[src/rtl/cdb_rr_scheduler.sv]
// Round-robin arbiter sharing one common data bus among N result ports.
// The granted tag/value/source is registered and broadcast one cycle later.
module cdb_rr_scheduler #(
  parameter int N         = 16,
  parameter int XLEN      = 32,
  parameter int TAG_WIDTH = 5,
  localparam int IW       = $clog2(N)
) (
  input  logic                   clk,
  input  logic                   reset_n,
  input  logic [N-1:0]           req_valid,
  input  logic [N*TAG_WIDTH-1:0] req_tag,
  input  logic [N*XLEN-1:0]      req_value,
  output logic [N-1:0]           req_ready,
  input  logic                   flush,
  output logic                   cdb_valid,
  output logic [TAG_WIDTH-1:0]   cdb_tag,
  output logic [XLEN-1:0]        cdb_value,
  output logic [IW-1:0]          cdb_source
);

  logic [IW-1:0]        ptr_q, ptr_d;
  logic [IW-1:0]        win;
  logic [IW:0]          idx;
  logic                 found;
  logic                 grant;
  logic                 valid_q, valid_d;
  logic [TAG_WIDTH-1:0] tag_q, tag_d;
  logic [XLEN-1:0]      value_q, value_d;
  logic [IW-1:0]        src_q, src_d;

  // Scan N slots starting at the pointer, wrapping past N-1.
  always_comb begin
    found = 1'b0;
    win   = '0;
    idx   = '0;
    for (int k = 0; k < N; k++) begin
      idx = {1'b0, ptr_q} + (IW+1)'(k);
      if (idx >= (IW+1)'(N)) begin
        idx = idx - (IW+1)'(N);
      end
      if (!found && req_valid[idx[IW-1:0]]) begin
        found = 1'b1;
        win   = idx[IW-1:0];
      end
    end
  end

  assign grant = found & ~flush & reset_n;

  always_comb begin
    req_ready = '0;
    ptr_d     = ptr_q;
    valid_d   = grant;
    tag_d     = tag_q;
    value_d   = value_q;
    src_d     = src_q;
    if (grant) begin
      req_ready = N'(1) << win;
      ptr_d     = (win == IW'(N-1)) ? '0 : win + 1'b1;
      tag_d     = req_tag[win*TAG_WIDTH +: TAG_WIDTH];
      value_d   = req_value[win*XLEN +: XLEN];
      src_d     = win;
    end
  end

  always_ff @(posedge clk or negedge reset_n) begin
    if (!reset_n) begin
      ptr_q   <= '0;
      valid_q <= 1'b0;
      tag_q   <= '0;
      value_q <= '0;
      src_q   <= '0;
    end else begin
      ptr_q   <= ptr_d;
      valid_q <= valid_d;
      tag_q   <= tag_d;
      value_q <= value_d;
      src_q   <= src_d;
    end
  end

  assign cdb_valid  = valid_q;
  assign cdb_tag    = tag_q;
  assign cdb_value  = value_q;
  assign cdb_source = src_q;

endmodule
[config.mk]
export PLATFORM = sky130hd
export DESIGN_NAME = cdb_rr_scheduler
export DESIGN_NICKNAME = d
export VERILOG_FILES = /design/src/rtl/cdb_rr_scheduler.sv
export SDC_FILE = /design/constraint.sdc
export NUM_CORES = 1
export LEC_CHECK = 0
export ABC_AREA = 1
export BUFFER_PORTS_ARGS = -buffer_cell sky130_fd_sc_hd__buf_4
export CORE_AREA = 3 3 259 261
export DETAILED_ROUTE_END_ITERATION = 6
export DIE_AREA = 0 0 262 264
export PLACE_DENSITY = 0.38
export SLEW_MARGIN = 20
export SYNTH_ARGS = -nofsm -noshare
export SYNTH_HDL_FRONTEND = slang
export SYNTH_SLANG_ARGS = --single-unit
[constraint.sdc]
create_clock -name clk -period 11.1 [get_ports clk]
set_input_delay 1.665 -clock clk [delete_from_list [all_inputs] [get_ports clk]]
set_output_delay 1.665 -clock clk [all_outputs]
set_load 0.05 [all_outputs]
==> summary.md <==
| Metric | Value |
|---|---|
| Post-route ant nets | 0 |
| Total I/O pin count | 669 |
| Final min period | 8.56 ns |
| RR Startpoint | ptr_q[1]$_DFFE_PN0P_ |
| Most common cell after layout, fill and taps aside | nand2_1 |
| CTS buffer count | 5 |
| Fraction of the mapped netlist area in adder cells | 1.14% |
| Beginning of the critical path | ptr_q[1]$_DFFE_PN0P_ |
| R2R depth | 25 |
| Die width | 262 µm |
| CORE AREA | 0.0647 mm² |
| 1st-iter DRT viols | 1,022 |
| Avg Inst Size Synth | between 4 and 5 µm² |
| Routed Wire Length | 69.7 mm |
| Placement Rows | 93 |
| TNS Setup | 0 ns |
| Hpwl dp | 56.5 mm |
| Die Ht | 264 µm |
| Routed vias | 15,422 |
| Seq/Total Area, Yosys | 11.7% |
| Simple-Gate Fraction of Synth Area | 73.5% |
| FF-to-FF setup slack | 3.44 ns |
| Max FO, Critical Path | 81 |
| CTS tree | built |
| Post-route setup slack | 2.54 ns |
| Clock Skews | 0.00751 ns |
| H-tree Lvls | 2 |
| Routed WL per cell | 19.9 µm |
| Kind of critical path | reg -> out |
| Required @ worst endpoint | 9.44 ns |
| First-pass GRT wire length | 99.3 mm |
| Die area | between 0.06 and 0.07 mm² |
| Gate Count Post-Synth | 2,086 |
| CP endpoint kind | output port |
| Root buffer cell | clkbuf_16 |
| Largest family of logic cells by synthesized area | simple AND/OR/NAND/NOR gates |
| Syn_nets | 2,706 |
| Final Hold Fails | 0 |
| M1 WL | 31.1 mm |
| Highest Signal Layer | met4 |
| Worst slew pin tran | about 1.1 ns |
| Placement Setup Slack | ~2.8 ns |
| Initial antenna violation count | 7 |
| Cts hold-fix bufs | 0 |
| Clk Latency, worst-skew pair | 0.32 ns |
| Hold Slack | 0.490 ns |
| Residual DRC | 0 |
| Area Growth Syn to Fin | 57.9% |
| Total grt overflow | 0 |
| Fmax achieved | ~0.12 GHz |
| Max Cap Viol | 0 |
| CP arrival | 6.90 ns |
| Final setup vio count | 0 |
| Post-CTS setup buffer count | 0 |
| GP Congestion | 0.867 |
| Crit path to | req_ready[15] |
| R2r endpoint | cdb_value[2]$_DFFE_PN0P_ |
| Final net count | 3,258 |
| Vias in the first global route | 15,217 |
| Clock Path Buffers | 2 |
| Clock slew at reported path FFs | 0.07 ns |
| Initial Util | 15.3% |
| Yosys cell types | 38 |
| Fin crit share | 77.1% |
| Post-synthesis compound-gate area fraction | 2.81% |
| PortBufs | roughly 670 |
| Via density | between 4 and 5 |
| Clock sink count | 46 |
| CP Launch Type | register |
| Wire length on met3 | between 4 and 5 mm |
| Post-CTS Resized | 0 |
| Max transition margin | 29.0% |
| Post-synthesis sequential element count | 46 |
| DR WL met2 | 33.1 mm |
| Multiplexer share of the synthesized area | 0% |
| GR Util All Layers | 19.1% |
| Run status | complete, no violations |
| Mapped Area | 0.00988 mm² |
| RSZ-0062 raised after global routing | no |
| XOR/XNOR share of the synthesized area | 1.04% |
| Most frequent cells in the layout | nand2_1, buf_4, nand3_1, nor2_1, inv_1 |
| Hold Path Class | reg -> reg |
| Pin count of the biggest net entering global routing | 93 |
| Max-slew violations | 0 |
| Share of layout cells above drive strength 1 | a little over a quarter |
| Yosys warns | 0 |
| DR pass1 iterations | 5 |
[state kept, by name, summed over array words and instances (netlist names)]
name,count
cdb_source,4
cdb_tag,5
cdb_valid,1
cdb_value,32
ptr_q,4
[critical path, stage by stage (launching register included)]
cell	delay [ns]
dfrtp_1	0.73
inv_1	0.50
ha_1	0.62
inv_1	0.43
nand3_1	0.17
nand3_1	0.15
nand3_1	0.15
nand2_1	0.13
nand4_2	0.16
nor2_1	0.13
nand4_1	0.11
nor2_1	0.15
nand4_1	0.11
nor2_2	0.19
nand4_2	0.23
nand3_2	0.13
buf_4	0.49
nand2_8	0.49
inv_6	0.54
ha_1	0.31
ha_1	0.16
inv_1	0.06
nor2_1	0.10
buf_4	0.21
[metal layers]
metal	vias up	track usage (%)
met5	-	0
met4	0	4.59
met3	48	2.87
met2	545	31.9
met1	7152	25.8
li1	7677	-
[worst min-delay path by stage]
stage / start / end / slack [ns] / cells past startpoint
2_1_floorplan: ptr_q[3]$_DFFE_PN0P_ / ptr_q[3]$_DFFE_PN0P_ / 0.64 / 3
3_3_place_gp: cdb_source[2]$_DFFE_PN0P_ / cdb_source[2]$_DFFE_PN0P_ / 0.47 / 2
3_5_place_dp: cdb_value[13]$_DFFE_PN0P_ / cdb_value[13]$_DFFE_PN0P_ / 0.47 / 2
4_1_cts: cdb_value[13]$_DFFE_PN0P_ / cdb_value[13]$_DFFE_PN0P_ / 0.49 / 2
5_1_grt: cdb_value[18]$_DFFE_PN0P_ / cdb_value[18]$_DFFE_PN0P_ / 0.52 / 2
6_report: cdb_value[18]$_DFFE_PN0P_ / cdb_value[18]$_DFFE_PN0P_ / 0.49 / 2
[stage by stage]
step,instances,utilization (%),instance area [µm²]
6_report,3502,24.1,15600
5_1_grt,3501,24.1,15600
4_1_cts,3494,24.1,15600
3_5_place_dp,3486,23.8,15400
3_3_place_gp,3486,23.8,15400
2_1_floorplan,2086,-,9880
[synth_stat cells]
master / instances / area share (%)
a21oi_2: 1 / 0.089
or3b_1: 1 / 0.089
o21a_1: 2 / 0.15
nand3_1: 389 / 20
o21ai_1: 5 / 0.25
o21bai_1: 1 / 0.076
o31ai_1: 1 / 0.076
or2_1: 3 / 0.19
o22ai_1: 1 / 0.063
nor3_1: 5 / 0.25
xor2_1: 4 / 0.35
a21oi_1: 2 / 0.10
buf_6: 6 / 0.68
clkinv_1: 2 / 0.076
a31oi_1: 1 / 0.063
nor2_1: 58 / 2.2
nand2_2: 2 / 0.13
o211ai_1: 13 / 0.99
buf_2: 82 / 4.2
buf_4: 21 / 1.6
or2_0: 3 / 0.19
nand2_1: 1299 / 49
nor2_2: 4 / 0.25
o21ai_0: 13 / 0.66
o22ai_2: 1 / 0.13
ha_1: 9 / 1.1
nand3_2: 1 / 0.10
o21ai_2: 1 / 0.089
clkbuf_1: 33 / 1.3
xor2_2: 2 / 0.33
inv_2: 8 / 0.30
nand4_1: 10 / 0.63
xnor2_1: 4 / 0.35
a22oi_1: 1 / 0.076
dfrtp_1: 46 / 12
nand4_2: 2 / 0.25
inv_1: 48 / 1.8
nand3b_1: 1 / 0.076
[kinds of logic (layout without fill, tap and decap cells)]
| family | count (synthesis) | count (layout) |
|---|---|---|
| other cells | 0 | 8 |
| flops | 46 | 46 |
| compound gates | 43 | 43 |
| fa+ha+maj | 9 | 9 |
| buf+inv | 200 | 753 |
| xor+xnor | 10 | 10 |
| simple gates | 1778 | 1778 |
[area by class of cell]
class / instances / area (µm²)
Clock inverter: 2 / 37.5
Antenna cell: 8 / 20.0
Multi-Input combinational cell: 1840 / 7810
Clock buffer: 6 / 129
Sequential cell: 46 / 1150
Fill cell: 7787 / 49100
Tap cell: 855 / 1070
Timing Repair Buffer: 687 / 5160
Inverter: 58 / 223
Power is not shown: default switching activity piles up to over one toggle a cycle in this logic, so the estimate is an artifact.
